`src/rtl/game_result_latch.sv`:
```
// TicTacToe result latch: latches one winner (lowest index) or a draw, holds it for
// a minimum display time before a new game, and keeps saturating per-player scores.
module game_result_latch #(
  parameter int NUM_PLAYERS = 2,
  parameter int SCORE_W = 4,
  parameter int HOLD_CYCLES = 8,
  localparam int WID_W = (NUM_PLAYERS > 2) ? $clog2(NUM_PLAYERS) : 1
) (
  input  logic                         clk,
  input  logic                         reset,
  input  logic [NUM_PLAYERS-1:0]       player_win,
  input  logic                         board_full,
  input  logic                         new_game,
  output logic [NUM_PLAYERS-1:0]       player_win_indicate,
  output logic                         draw_indicate,
  output logic                         game_over,
  output logic [WID_W-1:0]             winner_id,
  output logic                         clear_ok,
  output logic [NUM_PLAYERS*SCORE_W-1:0] score
);

  typedef enum logic [1:0] {PLAY, WON, DRAW} state_t;

  localparam logic [SCORE_W-1:0] SCORE_MAX = '1;

  state_t                  state_reg, state_next;
  logic [7:0]              hold_reg, hold_next;
  logic                    clear_ok_reg, clear_ok_next;
  logic [NUM_PLAYERS-1:0]  ind_reg, ind_next;
  logic                    draw_reg, draw_next;
  logic [WID_W-1:0]        wid_reg, wid_next;
  logic [SCORE_W-1:0]      score_reg  [NUM_PLAYERS];
  logic [SCORE_W-1:0]      score_next [NUM_PLAYERS];

  logic                    win_any;
  logic [WID_W-1:0]        win_idx;

  // Lowest set index wins; scanning downward lets the lowest index overwrite last.
  always_comb begin
    win_any = |player_win;
    win_idx = '0;
    for (int i = NUM_PLAYERS - 1; i >= 0; i--) begin
      if (player_win[i]) win_idx = WID_W'(i);
    end
  end

  always_ff @(posedge clk) begin
    if (reset) state_reg <= PLAY;
    else       state_reg <= state_next;
  end

  always_comb begin
    state_next = state_reg;
    case (state_reg)
      PLAY: begin
        if (win_any)         state_next = WON;
        else if (board_full) state_next = DRAW;
      end
      WON, DRAW: begin
        if (new_game && clear_ok_reg) state_next = PLAY;
      end
      default: state_next = PLAY;
    endcase
  end

  // Next values for every registered output; results only form while in PLAY.
  always_comb begin
    hold_next = hold_reg;
    ind_next  = ind_reg;
    draw_next = draw_reg;
    wid_next  = wid_reg;
    for (int i = 0; i < NUM_PLAYERS; i++) score_next[i] = score_reg[i];

    if (state_next == PLAY) begin
      hold_next = '0;
      ind_next  = '0;
      draw_next = 1'b0;
      wid_next  = '0;
    end else if (state_reg == PLAY) begin
      hold_next = 8'(HOLD_CYCLES);
      if (state_next == WON) begin
        ind_next = NUM_PLAYERS'(1) << win_idx;
        wid_next = win_idx;
        if (score_reg[win_idx] != SCORE_MAX)
          score_next[win_idx] = score_reg[win_idx] + 1'b1;
      end else begin
        draw_next = 1'b1;
      end
    end else if (hold_reg != 8'd0) begin
      hold_next = hold_reg - 8'd1;
    end

    clear_ok_next = (state_next != PLAY) && (hold_next == 8'd0);
  end

  always_ff @(posedge clk) begin
    if (reset) begin
      hold_reg     <= '0;
      clear_ok_reg <= 1'b0;
      ind_reg      <= '0;
      draw_reg     <= 1'b0;
      wid_reg      <= '0;
      for (int i = 0; i < NUM_PLAYERS; i++) score_reg[i] <= '0;
    end else begin
      hold_reg     <= hold_next;
      clear_ok_reg <= clear_ok_next;
      ind_reg      <= ind_next;
      draw_reg     <= draw_next;
      wid_reg      <= wid_next;
      for (int i = 0; i < NUM_PLAYERS; i++) score_reg[i] <= score_next[i];
    end
  end

  generate
    for (genvar gi = 0; gi < NUM_PLAYERS; gi++) begin : g_score
      assign score[gi*SCORE_W +: SCORE_W] = score_reg[gi];
    end
  endgenerate

  assign player_win_indicate = ind_reg;
  assign draw_indicate       = draw_reg;
  assign game_over           = (state_reg != PLAY);
  assign winner_id           = wid_reg;
  assign clear_ok            = clear_ok_reg;

endmodule

```
`config.mk`:
```
export PLATFORM = sky130hd
export DESIGN_NAME = game_result_latch
export DESIGN_NICKNAME = d
export VERILOG_FILES = /design/src/rtl/game_result_latch.sv
export SDC_FILE = /design/constraint.sdc
export NUM_CORES = 1
export LEC_CHECK = 0
export CAP_MARGIN = 15
export CORE_ASPECT_RATIO = 0.8
export CORE_MARGIN = 3
export CORE_UTILIZATION = 56
export DETAILED_ROUTE_END_ITERATION = 16
export PLACE_DENSITY = 0.91
export RECOVER_POWER = 100
export SETUP_SLACK_MARGIN = 0.1
export SYNTH_ARGS = -nofsm -noshare
export SYNTH_HDL_FRONTEND = slang
export SYNTH_SLANG_ARGS = --single-unit
```
`constraint.sdc`:
```
create_clock -name clk -period 4.3 [get_ports clk]
set_input_delay 0.86 -clock clk [delete_from_list [all_inputs] [get_ports clk]]
set_output_delay 0.86 -clock clk [all_outputs]
set_load 0.01 [all_outputs]
```
# == After elaboration in Yosys (flattened, before gate mapping) ==
# Memories as Yosys holds them, arrays and structs flattened.
# Cells that the tools add are included.
# word_totals
reg_bits,15
mem_bits_rw,8
in_bits,6
memories,1
word_cells,55
output_inout_bits,14
# memory_table
memory,depth,width,read_ports,rd_ports_with_merged_regs,wr,line,source
score_reg,2,4,3,0,2,32,logic [SCORE_W-1:0] score_reg [NUM_PLAYERS];
# op_classes
bitwise,4
n_mux,21
n_eq_ne,4
n_lt_le_gt_ge,2
addsub,2
n_shift,1
reduce_logical,14
# op_table
op,n
8-bit two-way mux,7
4-bit two-way mux,3
8-bit bitwise mux,1
8-bit zero test,1
8-bit nonzero test,1
8-bit by 1-bit subtractor with 8-bit output (second input constant),1
2-bit two-way mux,3
2-bit OR reduction,3
1-bit two-way mux,5
4-bit by 1-bit adder with 4-bit output (second input constant),1
4-bit demux with 1-bit select,1
2-bit by 1-bit == test with 1-bit output (second input constant),2
2-bit zero test,2
4-bit != test (second input constant),1
2-bit case mux with 2 select lines,1
2-bit AND reduction,2
2-bit nonzero test,2
1-bit logical AND,3
2-bit == test (second input constant),1
2-bit greater-or-equal comparator (second input constant),1
2-bit by 1-bit < comparator with 1-bit output (second input constant),1
1-bit inverter with 2-bit output,1
1-bit OR,2
1-bit by 1-bit left shift with 2-bit output (first input constant),1
1-bit inverter,1

# == Logic depth before layout (Yosys ltp) ==
# Gate-level depths: netlist of run 1.
# logic_depth
ltp_word,13
mapped_depth,8
depth_no_buf,8

# == Worst setup path before layout of run 1 ==
# OpenSTA, ideal clock, no wires.
# synth_path
path_kind,input to register
startpoint,in player_win[1]
endpoint,mem score_reg[0][0]
path_buffers,0
path_stages,6
setup_slack_ps,1822
setup_time_ps,135
required_ps,4165
t_arrival_ps,2343
path_cell_list,nor2b_1 mux2_2 ha_1 and3_1 o311ai_0 o41ai_1
# synth_lines
item,line,source
"start, declared",11,"input logic [NUM_PLAYERS-1:0] player_win,"
"end, declared",32,

==> impl_metrics.prom, run 1 <==
# TYPE chip_impl_metric gauge
chip_impl_info{name="status",value="completed"} 1
chip_impl_metric{name="rrSetupSlack",unit="ns"} 1.70
chip_impl_info{name="min_from",value="score_reg[1][0]$_SDFFE_PP0P_"} 1
chip_impl_metric{name="worst_path_maximum_fanout",unit=""} 7
chip_impl_info{name="most-common-layout-cells",value="sky130_fd_sc_hd__dfxtp_1 (22), sky130_fd_sc_hd__dlygate4sd3_1 (17), sky130_fd_sc_hd__nor2_1 (16), sky130_fd_sc_hd__nand2_1 (13), sky130_fd_sc_hd__a21oi_1 (10)"} 1
chip_impl_metric{name="global_route_wire_length_before_repair",unit="µm"} 4980
chip_impl_metric{name="post-place-ws",unit="ns"} 1.11
chip_impl_metric{name="die_x",unit="µm"} 58.4
chip_impl_info{name="synth_area_leader_cell",value="sky130_fd_sc_hd__dfxtp_1"} 1
chip_impl_metric{name="finalMaxSlewViolations",unit=""} 0
chip_impl_metric{name="routed_via_count_divided_by_cell_count",unit=""} 6.35
chip_impl_metric{name="finalInstanceArea",unit="µm²"} 1460
chip_impl_info{name="endpoint_of_the_most_critical_setup_path",value="score_reg[0][0]$_SDFFE_PP0P_"} 1
chip_impl_metric{name="syn2layout_area_growth",unit="%"} 18.2
chip_impl_metric{name="synth_sequential_area_ratio",unit="%"} 35.8
chip_impl_metric{name="layout-drive-gt1-share",unit="%"} 6.75
chip_impl_info{name="end_kind",value="flip-flop"} 1
chip_impl_metric{name="postCtsSetupBuffers",unit=""} 0
chip_impl_metric{name="crit_required",unit="ns"} 4.49
chip_impl_metric{name="asyncSetResetFlopFracSynth",unit="%"} 0
chip_impl_metric{name="setup-tns-final",unit="ns"} 0
chip_impl_metric{name="core",unit="µm²"} 1980
chip_impl_metric{name="max_stage_delay",unit="ns"} 0.57
chip_impl_metric{name="pin_count_of_the_biggest_net_entering_global_routing",unit=""} 13
chip_impl_metric{name="cp_data_arrival_time",unit="ns"} 3.17
chip_impl_metric{name="cts.repair.resized",unit=""} 0
chip_impl_metric{name="dr.pass1.iters",unit=""} 4
chip_impl_metric{name="grt_remaining_overflow",unit=""} 0
chip_impl_info{name="rsz0062_at_grt",value="false"} 1
chip_impl_metric{name="io_buf_count",unit=""} 19
chip_impl_metric{name="cts_num_sinks",unit=""} 22
chip_impl_info{name="crit_type",value="in2reg"} 1
chip_impl_metric{name="clock_tree.buffer_depth",unit=""} 2
chip_impl_metric{name="cts_hold_repair.buffers",unit=""} 0
chip_impl_metric{name="detailedRoute.firstIterationViolations",unit=""} 85
chip_impl_metric{name="clk_latency",unit="ns"} 0.31
chip_impl_info{name="holdCritPathClass",value="reg2reg"} 1
chip_impl_metric{name="tritoncts.num_buffers",unit=""} 3
chip_impl_info{name="setup.worst_path.start_class",value="input pin"} 1
chip_impl_metric{name="report.final.hold_viol_count",unit=""} 0
chip_impl_metric{name="final_period_minus_worst_setup_slack",unit="ns"} 2.98
chip_impl_metric{name="finalNonFillerCells",unit=""} 187
chip_impl_metric{name="fin_crit_sh",unit="%"} 69.4
chip_impl_metric{name="post-dp-hpwl",unit="µm"} 2250
chip_impl_metric{name="clock-skew-final",unit="ns"} 0.00854
chip_impl_metric{name="timing.fmax",unit="GHz"} 0.335
chip_impl_info{name="synthTopCellsByArea",value="sky130_fd_sc_hd__dfxtp_1 (36%), sky130_fd_sc_hd__ha_1 (5.1%), sky130_fd_sc_hd__nor2_1 (4.9%), sky130_fd_sc_hd__a21oi_1 (4.1%), sky130_fd_sc_hd__nand2_1 (4.0%)"} 1
chip_impl_metric{name="ant_nets",unit=""} 0
chip_impl_info{name="ys_dominant_reg_cell",value="sky130_fd_sc_hd__dfxtp_1"} 1
chip_impl_metric{name="timing.final.ws_setup",unit="ns"} 1.32
chip_impl_metric{name="leakagePower",unit="nW"} 0.599
chip_impl_metric{name="rows",unit=""} 14
chip_impl_metric{name="syn_area",unit="µm²"} 1230
chip_impl_info{name="crit-reg2reg-capture",value="hold_reg[5]$_SDFF_PP0_"} 1
chip_impl_metric{name="final_net_count",unit=""} 176
chip_impl_metric{name="floorplan.die_area",unit="µm²"} 2800
chip_impl_metric{name="grt_pass1_vias",unit=""} 1053
chip_impl_metric{name="initial_utilization",unit="%"} 62.2
chip_impl_metric{name="placed_cell_areas",unit="µm²"} 1430
chip_impl_info{name="layout.cells.most_common",value="sky130_fd_sc_hd__dfxtp_1"} 1
chip_impl_metric{name="postRouteWirelength",unit="µm"} 2890
chip_impl_metric{name="post-route-drc-count",unit=""} 0
chip_impl_metric{name="synthCells",unit=""} 145
chip_impl_metric{name="maximum_vdd_ir_drop",unit="mV"} 0.227
chip_impl_metric{name="n_fill_cell",unit=""} 155
chip_impl_metric{name="number_of_enable_type_register_cells_in_the_synthesized_netlist",unit=""} 0
chip_impl_metric{name="gp_routability_congestion",unit=""} 0.919
chip_impl_info{name="crit_path_top_delay_cell",value="sky130_fd_sc_hd__dlygate4sd3_1"} 1
chip_impl_metric{name="yosys_register_bits",unit=""} 22
chip_impl_metric{name="dieHeight",unit="µm"} 47.9
chip_impl_metric{name="fin_total_pwr",unit="W"} 0.000500
chip_impl_metric{name="cap_violations",unit=""} 0
chip_impl_metric{name="syn-num-nets",unit=""} 156
chip_impl_info{name="tritoncts_clock_tree",value="built"} 1
chip_impl_metric{name="multiInputGateArea",unit="µm²"} 749
chip_impl_metric{name="grt_antenna_before_repair",unit=""} 0
chip_impl_info{name="root_buffer",value="sky130_fd_sc_hd__clkbuf_4"} 1
chip_impl_metric{name="number_of_warnings_printed_during_yosys_synthesis",unit=""} 0
chip_impl_metric{name="antenna_cells",unit=""} 0
chip_impl_metric{name="powerDensity",unit="nW/µm²"} 344
chip_impl_metric{name="worst_setup_hold_path_clk_slew",unit="ns"} 0.11
chip_impl_info{name="cp_startpoint",value="player_win[1]"} 1
chip_impl_info{name="rr_startpoint",value="state_reg[1]$_SDFF_PP0_"} 1
chip_impl_metric{name="grt_util_all_layers",unit="%"} 23.6
chip_impl_metric{name="synth_largest_type_area_fraction",unit="%"} 35.8
chip_impl_info{name="cp_cell_sequence",value="dlygate4sd3_1, nor2b_1, mux2_1, ha_1, and3_1, o311ai_0, o41ai_1"} 1
chip_impl_metric{name="finalSetupViolations",unit=""} 0
chip_impl_metric{name="num_vias",unit=""} 1187
chip_impl_metric{name="inst_count_dp",unit=""} 184
chip_impl_metric{name="post_synth.cell_area_avg",unit="µm²"} 8.49
chip_impl_metric{name="wl_per_cell",unit="µm"} 15.4
chip_impl_metric{name="yosysUniqueCellTypes",unit=""} 47
chip_impl_metric{name="reg2reg_depth",unit=""} 7
chip_impl_metric{name="tightest_slew",unit="ns"} 0.570
chip_impl_metric{name="boundaryPins",unit=""} 20
chip_impl_metric{name="slew-limit-headroom",unit="%"} 61.6
chip_impl_metric{name="regArea",unit="µm²"} 440
chip_impl_metric{name="htree_levels",unit=""} 1
## per-layer routing
layer	vias to the layer above	wire (µm)	global-route usage, %
met5	-	0	0
met4	0	15	5.09
met3	4	271	6.20
met2	58	1230	36.1
met1	559	1370	33.5
li1	566	-	-
## cells in the mapped netlist (2+ instances only)
cell	n
sky130_fd_sc_hd__inv_1	6
sky130_fd_sc_hd__and4b_1	2
sky130_fd_sc_hd__xnor2_1	4
sky130_fd_sc_hd__or2_2	2
sky130_fd_sc_hd__xor2_1	3
sky130_fd_sc_hd__nor3_1	9
sky130_fd_sc_hd__dfxtp_1	22
sky130_fd_sc_hd__ha_1	5
sky130_fd_sc_hd__nand3_1	5
sky130_fd_sc_hd__a21oi_1	10
sky130_fd_sc_hd__o211ai_1	2
sky130_fd_sc_hd__nor2_1	16
sky130_fd_sc_hd__mux2i_1	2
sky130_fd_sc_hd__a211oi_1	3
sky130_fd_sc_hd__or3_1	2
sky130_fd_sc_hd__clkbuf_1	3
sky130_fd_sc_hd__nand2_1	13
sky130_fd_sc_hd__nand2b_1	4
sky130_fd_sc_hd__nand4b_1	2
sky130_fd_sc_hd__o31ai_1	3
## final cells by class
| class | count | share of cell area [%] |
|---|---|---|
| Inverter | 6 | 1.55 |
| Clock buffer | 3 | 1.55 |
| Sequential cell | 22 | 30.3 |
| Multi-Input combinational cell | 113 | 51.5 |
| Timing Repair Buffer | 19 | 13.1 |
| Tap cell | 24 | 2.06 |
## power breakdown
group          internal [W]  leakage [nW]  total [W]  switching, W
Clock             0.0000328        0.0138  0.0000894     0.0000566
Combinational     0.0000763         0.407   0.000175     0.0000992
Sequential         0.000219         0.179   0.000235     0.0000159
## critical path: cells and delay by family
kind,cells,cell delay [ns]
simple gates,2,0.60
buf+inv,1,0.57
fa+ha+maj,1,0.30
compound gates,2,0.42
mux,1,0.42
## worst min path at each step
stage / to / slack, ns / depth (start not counted)
final: score_reg[1][0]$_SDFFE_PP0P_ / 0.48 / 2
after global routing: score_reg[1][0]$_SDFFE_PP0P_ / 0.51 / 2
after CTS: score_reg[1][0]$_SDFFE_PP0P_ / 0.48 / 2
after detailed placement: score_reg[1][0]$_SDFFE_PP0P_ / 0.47 / 2
after global placement: score_reg[1][0]$_SDFFE_PP0P_ / 0.47 / 2
after floorplan: hold_reg[7]$_SDFF_PP0_ / 0.48 / 2
## logic make-up after synthesis
kind of cell               count (synthesis)  synth area share [%]
xor gates and xnor gates                   7                  4.98
and+or+nand+nor                           63                  26.8
buffers and inverters                     10                  3.35
muxes                                      3                  2.54
AOI/OAI and AO/OA                         35                  21.4
adders and majority gates                  5                  5.08
DFF                                       22                  35.8
## stage by stage
| stage | utilization (%) | hold WS, ns |
|---|---|---|
| after global routing | 73.5 | 0.511 |
| final | 73.5 | 0.481 |
| after global placement | 72.4 | 0.468 |
| after detailed placement | 72.4 | 0.468 |
| after CTS | 73.5 | 0.484 |
| after floorplan | - | 0.483 |
Power figures use the tool's default switching activity.
==> run 2, diff against run 1 <==
--- a/config.mk
+++ b/config.mk
@@ -8,9 +8,9 @@
 export CAP_MARGIN = 15
 export CORE_ASPECT_RATIO = 0.8
 export CORE_MARGIN = 3
-export CORE_UTILIZATION = 56
+export CORE_UTILIZATION = 47
 export DETAILED_ROUTE_END_ITERATION = 16
-export PLACE_DENSITY = 0.91
+export PLACE_DENSITY = 0.82
 export RECOVER_POWER = 100
 export SETUP_SLACK_MARGIN = 0.1
 export SYNTH_ARGS = -nofsm -noshare
==> constraint.sdc (replaced) <==
create_clock -name clk -period 2.5 [get_ports clk]
set_input_delay 0.5 -clock clk [delete_from_list [all_inputs] [get_ports clk]]
set_output_delay 0.5 -clock clk [all_outputs]
set_load 0.01 [all_outputs]
==> run 2 against run 1 <==
Sequential cell count did not move. Clock-buffer cell count did not move. Via count fell by 0.34%. Critical path depth did not move. Sequential power rose by 72%. Sequential share of layout area fell by 1.4 points. Critical endpoint is now hold_reg[5]$_SDFF_PP0_.
==> impl_metrics.prom, run 2 (synthesis gave the netlist of run 1 again) <==
# TYPE chip_impl_metric gauge
chip_impl_info{name="critPathMostFrequentCell",value="sky130_fd_sc_hd__nor2_1"} 1
chip_impl_info{name="setup.worst_path.start_class",value="input pin"} 1
chip_impl_info{name="cp_cell_sequence",value="dlygate4sd3_1, clkbuf_4, nor2_1, a32oi_1, a311o_1, or3_1, nor2_1"} 1
chip_impl_info{name="tritoncts_clock_tree",value="built"} 1
chip_impl_metric{name="post-place-ws",unit="ns"} -0.0416
chip_impl_metric{name="cap_violations",unit=""} 0
chip_impl_metric{name="slew-limit-headroom",unit="%"} 74.7
chip_impl_metric{name="clock_tree.buffer_depth",unit=""} 2
chip_impl_metric{name="dr.pass1.iters",unit=""} 4
chip_impl_metric{name="worst_hold_slack",unit="ns"} 0.488
chip_impl_metric{name="cp_data_arrival_time",unit="ns"} 2.57
chip_impl_info{name="status",value="completed"} 1
chip_impl_metric{name="boundaryPins",unit=""} 20
chip_impl_info{name="root_buffer",value="sky130_fd_sc_hd__clkbuf_4"} 1
chip_impl_metric{name="clk_latency",unit="ns"} 0.30
chip_impl_info{name="rsz0062_at_grt",value="false"} 1
chip_impl_metric{name="post-dp-hpwl",unit="µm"} 2330
chip_impl_metric{name="report.final.hold_viol_count",unit=""} 0
chip_impl_metric{name="maximum_vdd_ir_drop",unit="mV"} 0.322
chip_impl_metric{name="routed_via_count_divided_by_cell_count",unit=""} 5.71
chip_impl_metric{name="worst_setup_hold_path_clk_slew",unit="ns"} 0.11
chip_impl_metric{name="critical_path_cell_count",unit=""} 7
chip_impl_metric{name="gp_routability_congestion",unit=""} 0.862
chip_impl_metric{name="syn2layout_area_growth",unit="%"} 24.2
chip_impl_metric{name="die_x",unit="µm"} 63.2
chip_impl_info{name="most-common-layout-cells",value="sky130_fd_sc_hd__dfxtp_1 (21), sky130_fd_sc_hd__nor2_1 (16), sky130_fd_sc_hd__dlygate4sd3_1 (14), sky130_fd_sc_hd__nand2_1 (13), sky130_fd_sc_hd__a21oi_1 (10)"} 1
chip_impl_metric{name="timing.fmax",unit="GHz"} 0.430
chip_impl_metric{name="n_fill_cell",unit=""} 203
chip_impl_metric{name="clock-skew-final",unit="ns"} 0.00109
chip_impl_info{name="worst_path_dominant_cell_family",value="simple AND/OR/NAND/NOR gates"} 1
chip_impl_metric{name="final_net_count",unit=""} 186
chip_impl_metric{name="max_stage_delay",unit="ns"} 0.55
chip_impl_metric{name="dieHeight",unit="µm"} 51.8
chip_impl_metric{name="tritoncts.num_buffers",unit=""} 3
chip_impl_metric{name="grt_remaining_overflow",unit=""} 0
chip_impl_metric{name="rows",unit=""} 15
chip_impl_metric{name="cts_num_sinks",unit=""} 22
chip_impl_metric{name="grt_antenna_before_repair",unit=""} 0
chip_impl_metric{name="io_buf_count",unit=""} 19
chip_impl_metric{name="powerDensity",unit="nW/µm²"} 571
chip_impl_metric{name="tightest_slew",unit="ns"} 0.378
chip_impl_metric{name="finalSetupViolations",unit=""} 0
chip_impl_metric{name="regArea",unit="µm²"} 442
chip_impl_metric{name="hold-path-cell-count",unit=""} 2
chip_impl_info{name="holdCritPathClass",value="reg2reg"} 1
chip_impl_metric{name="leakagePower",unit="nW"} 0.634
chip_impl_metric{name="fin_crit_sh",unit="%"} 93.1
chip_impl_metric{name="grt_util_all_layers",unit="%"} 19.6
chip_impl_info{name="end_kind",value="flip-flop"} 1
chip_impl_metric{name="core",unit="µm²"} 2310
chip_impl_metric{name="finalMaxSlewViolations",unit=""} 0
chip_impl_metric{name="postRouteWirelength",unit="µm"} 2940
chip_impl_metric{name="final_period_minus_worst_setup_slack",unit="ns"} 2.33
chip_impl_info{name="crit_path_top_delay_cell",value="sky130_fd_sc_hd__dlygate4sd3_1"} 1
chip_impl_info{name="layout.cells.most_common",value="sky130_fd_sc_hd__dfxtp_1"} 1
chip_impl_metric{name="pin_count_of_the_biggest_net_entering_global_routing",unit=""} 12
chip_impl_metric{name="num_vias",unit=""} 1183
chip_impl_metric{name="crit_required",unit="ns"} 2.75
chip_impl_metric{name="initial_utilization",unit="%"} 53.3
chip_impl_metric{name="worst_path_maximum_fanout",unit=""} 4
chip_impl_metric{name="ant_nets",unit=""} 0
chip_impl_metric{name="timing.final.ws_setup",unit="ns"} 0.173
chip_impl_metric{name="crit_buf_inv",unit=""} 2
chip_impl_info{name="crit_type",value="in2reg"} 1
chip_impl_metric{name="htree_levels",unit=""} 1
chip_impl_metric{name="reg2reg_depth",unit=""} 7
chip_impl_metric{name="floorplan.die_area",unit="µm²"} 3270
chip_impl_metric{name="finalCoreUtilization",unit="%"} 66.2
chip_impl_metric{name="antenna_cells",unit=""} 0
chip_impl_metric{name="detailedRoute.firstIterationViolations",unit=""} 73
chip_impl_metric{name="multiInputGateArea",unit="µm²"} 749
chip_impl_metric{name="layout-drive-gt1-share",unit="%"} 10.4
chip_impl_metric{name="global_route_wire_length_before_repair",unit="µm"} 5020
chip_impl_metric{name="wl_per_cell",unit="µm"} 14.2
chip_impl_metric{name="rrSetupSlack",unit="ns"} 0.36
chip_impl_metric{name="grt_pass1_vias",unit=""} 1148
chip_impl_metric{name="post-route-drc-count",unit=""} 0
-- run 2: changes by cell type in the layout (fill, tap and decap cells not counted), sizes merged --
cell,before,now
buf,0,5
clkbuf,3,8
clkdlybuf4s50,2,5
dlygate4sd3,17,14
-- run 2: routing by layer --
metal	vias to the layer above	global-route usage [%]	routed length, µm
met5	-	0	0
met4	0	5.02	27
met3	4	5.83	263
met2	48	30.3	1180
met1	547	26.9	1470
li1	584	-	-
-- run 2: where the power goes --
part / internal, W / switching (W) / total (W)
logic: 0.000142 / 0.000171 / 0.000313
registers: 0.000377 / 0.0000276 / 0.000405
clock network: 0.0000562 / 0.0000986 / 0.000155
-- run 2: path summary, 6_finish.rpt --
kind / from / endpoint
max reg2reg: state_reg[0]$_SDFF_PP0_ / hold_reg[5]$_SDFF_PP0_
min reg2reg: score_reg[1][0]$_SDFFE_PP0P_ / score_reg[1][0]$_SDFFE_PP0P_
max: player_win[1] / hold_reg[5]$_SDFF_PP0_
min: score_reg[1][0]$_SDFFE_PP0P_ / score_reg[1][0]$_SDFFE_PP0P_
-- run 2: per-stage QoR --
stage          std cells  instance area, µm²  total power, W  setup TNS (ns)
4_1_cts              207                1540        0.000886               0
2_1_floorplan        145                1230        0.000628               0
6_report             207                1530        0.000872               0
3_5_place_dp         204                1520        0.000734         -0.0416
3_3_place_gp         204                1520        0.000724               0
5_1_grt              207                1530        0.000930               0
-- run 2: cell type report --
cell class              count  area share [%]
clock buffers               3            1.47
inverters                   6            1.47
well taps                  34            2.78
multi-input cells         113            49.0
flip-flops and latches     22            28.9
repair buffers             29            16.4
-- run 2: worst reg2reg max path, delay by kind of cell, from the launching register on --
kind	cells	cell delay [ns]
compound gates	3	0.77
flops	1	0.42
buf+inv	1	0.07
fa+ha+maj	1	0.27
simple gates	2	0.56
-- run 2: what timing repair did --
| item | 4_1_cts | 5_1_grt |
|---|---|---|
| gates resized for setup | 0 | 2 |
| setup endpoints to repair | 0 | 6 |
| hold buffers | 0 | 0 |
| setup buffers | 0 | 0 |
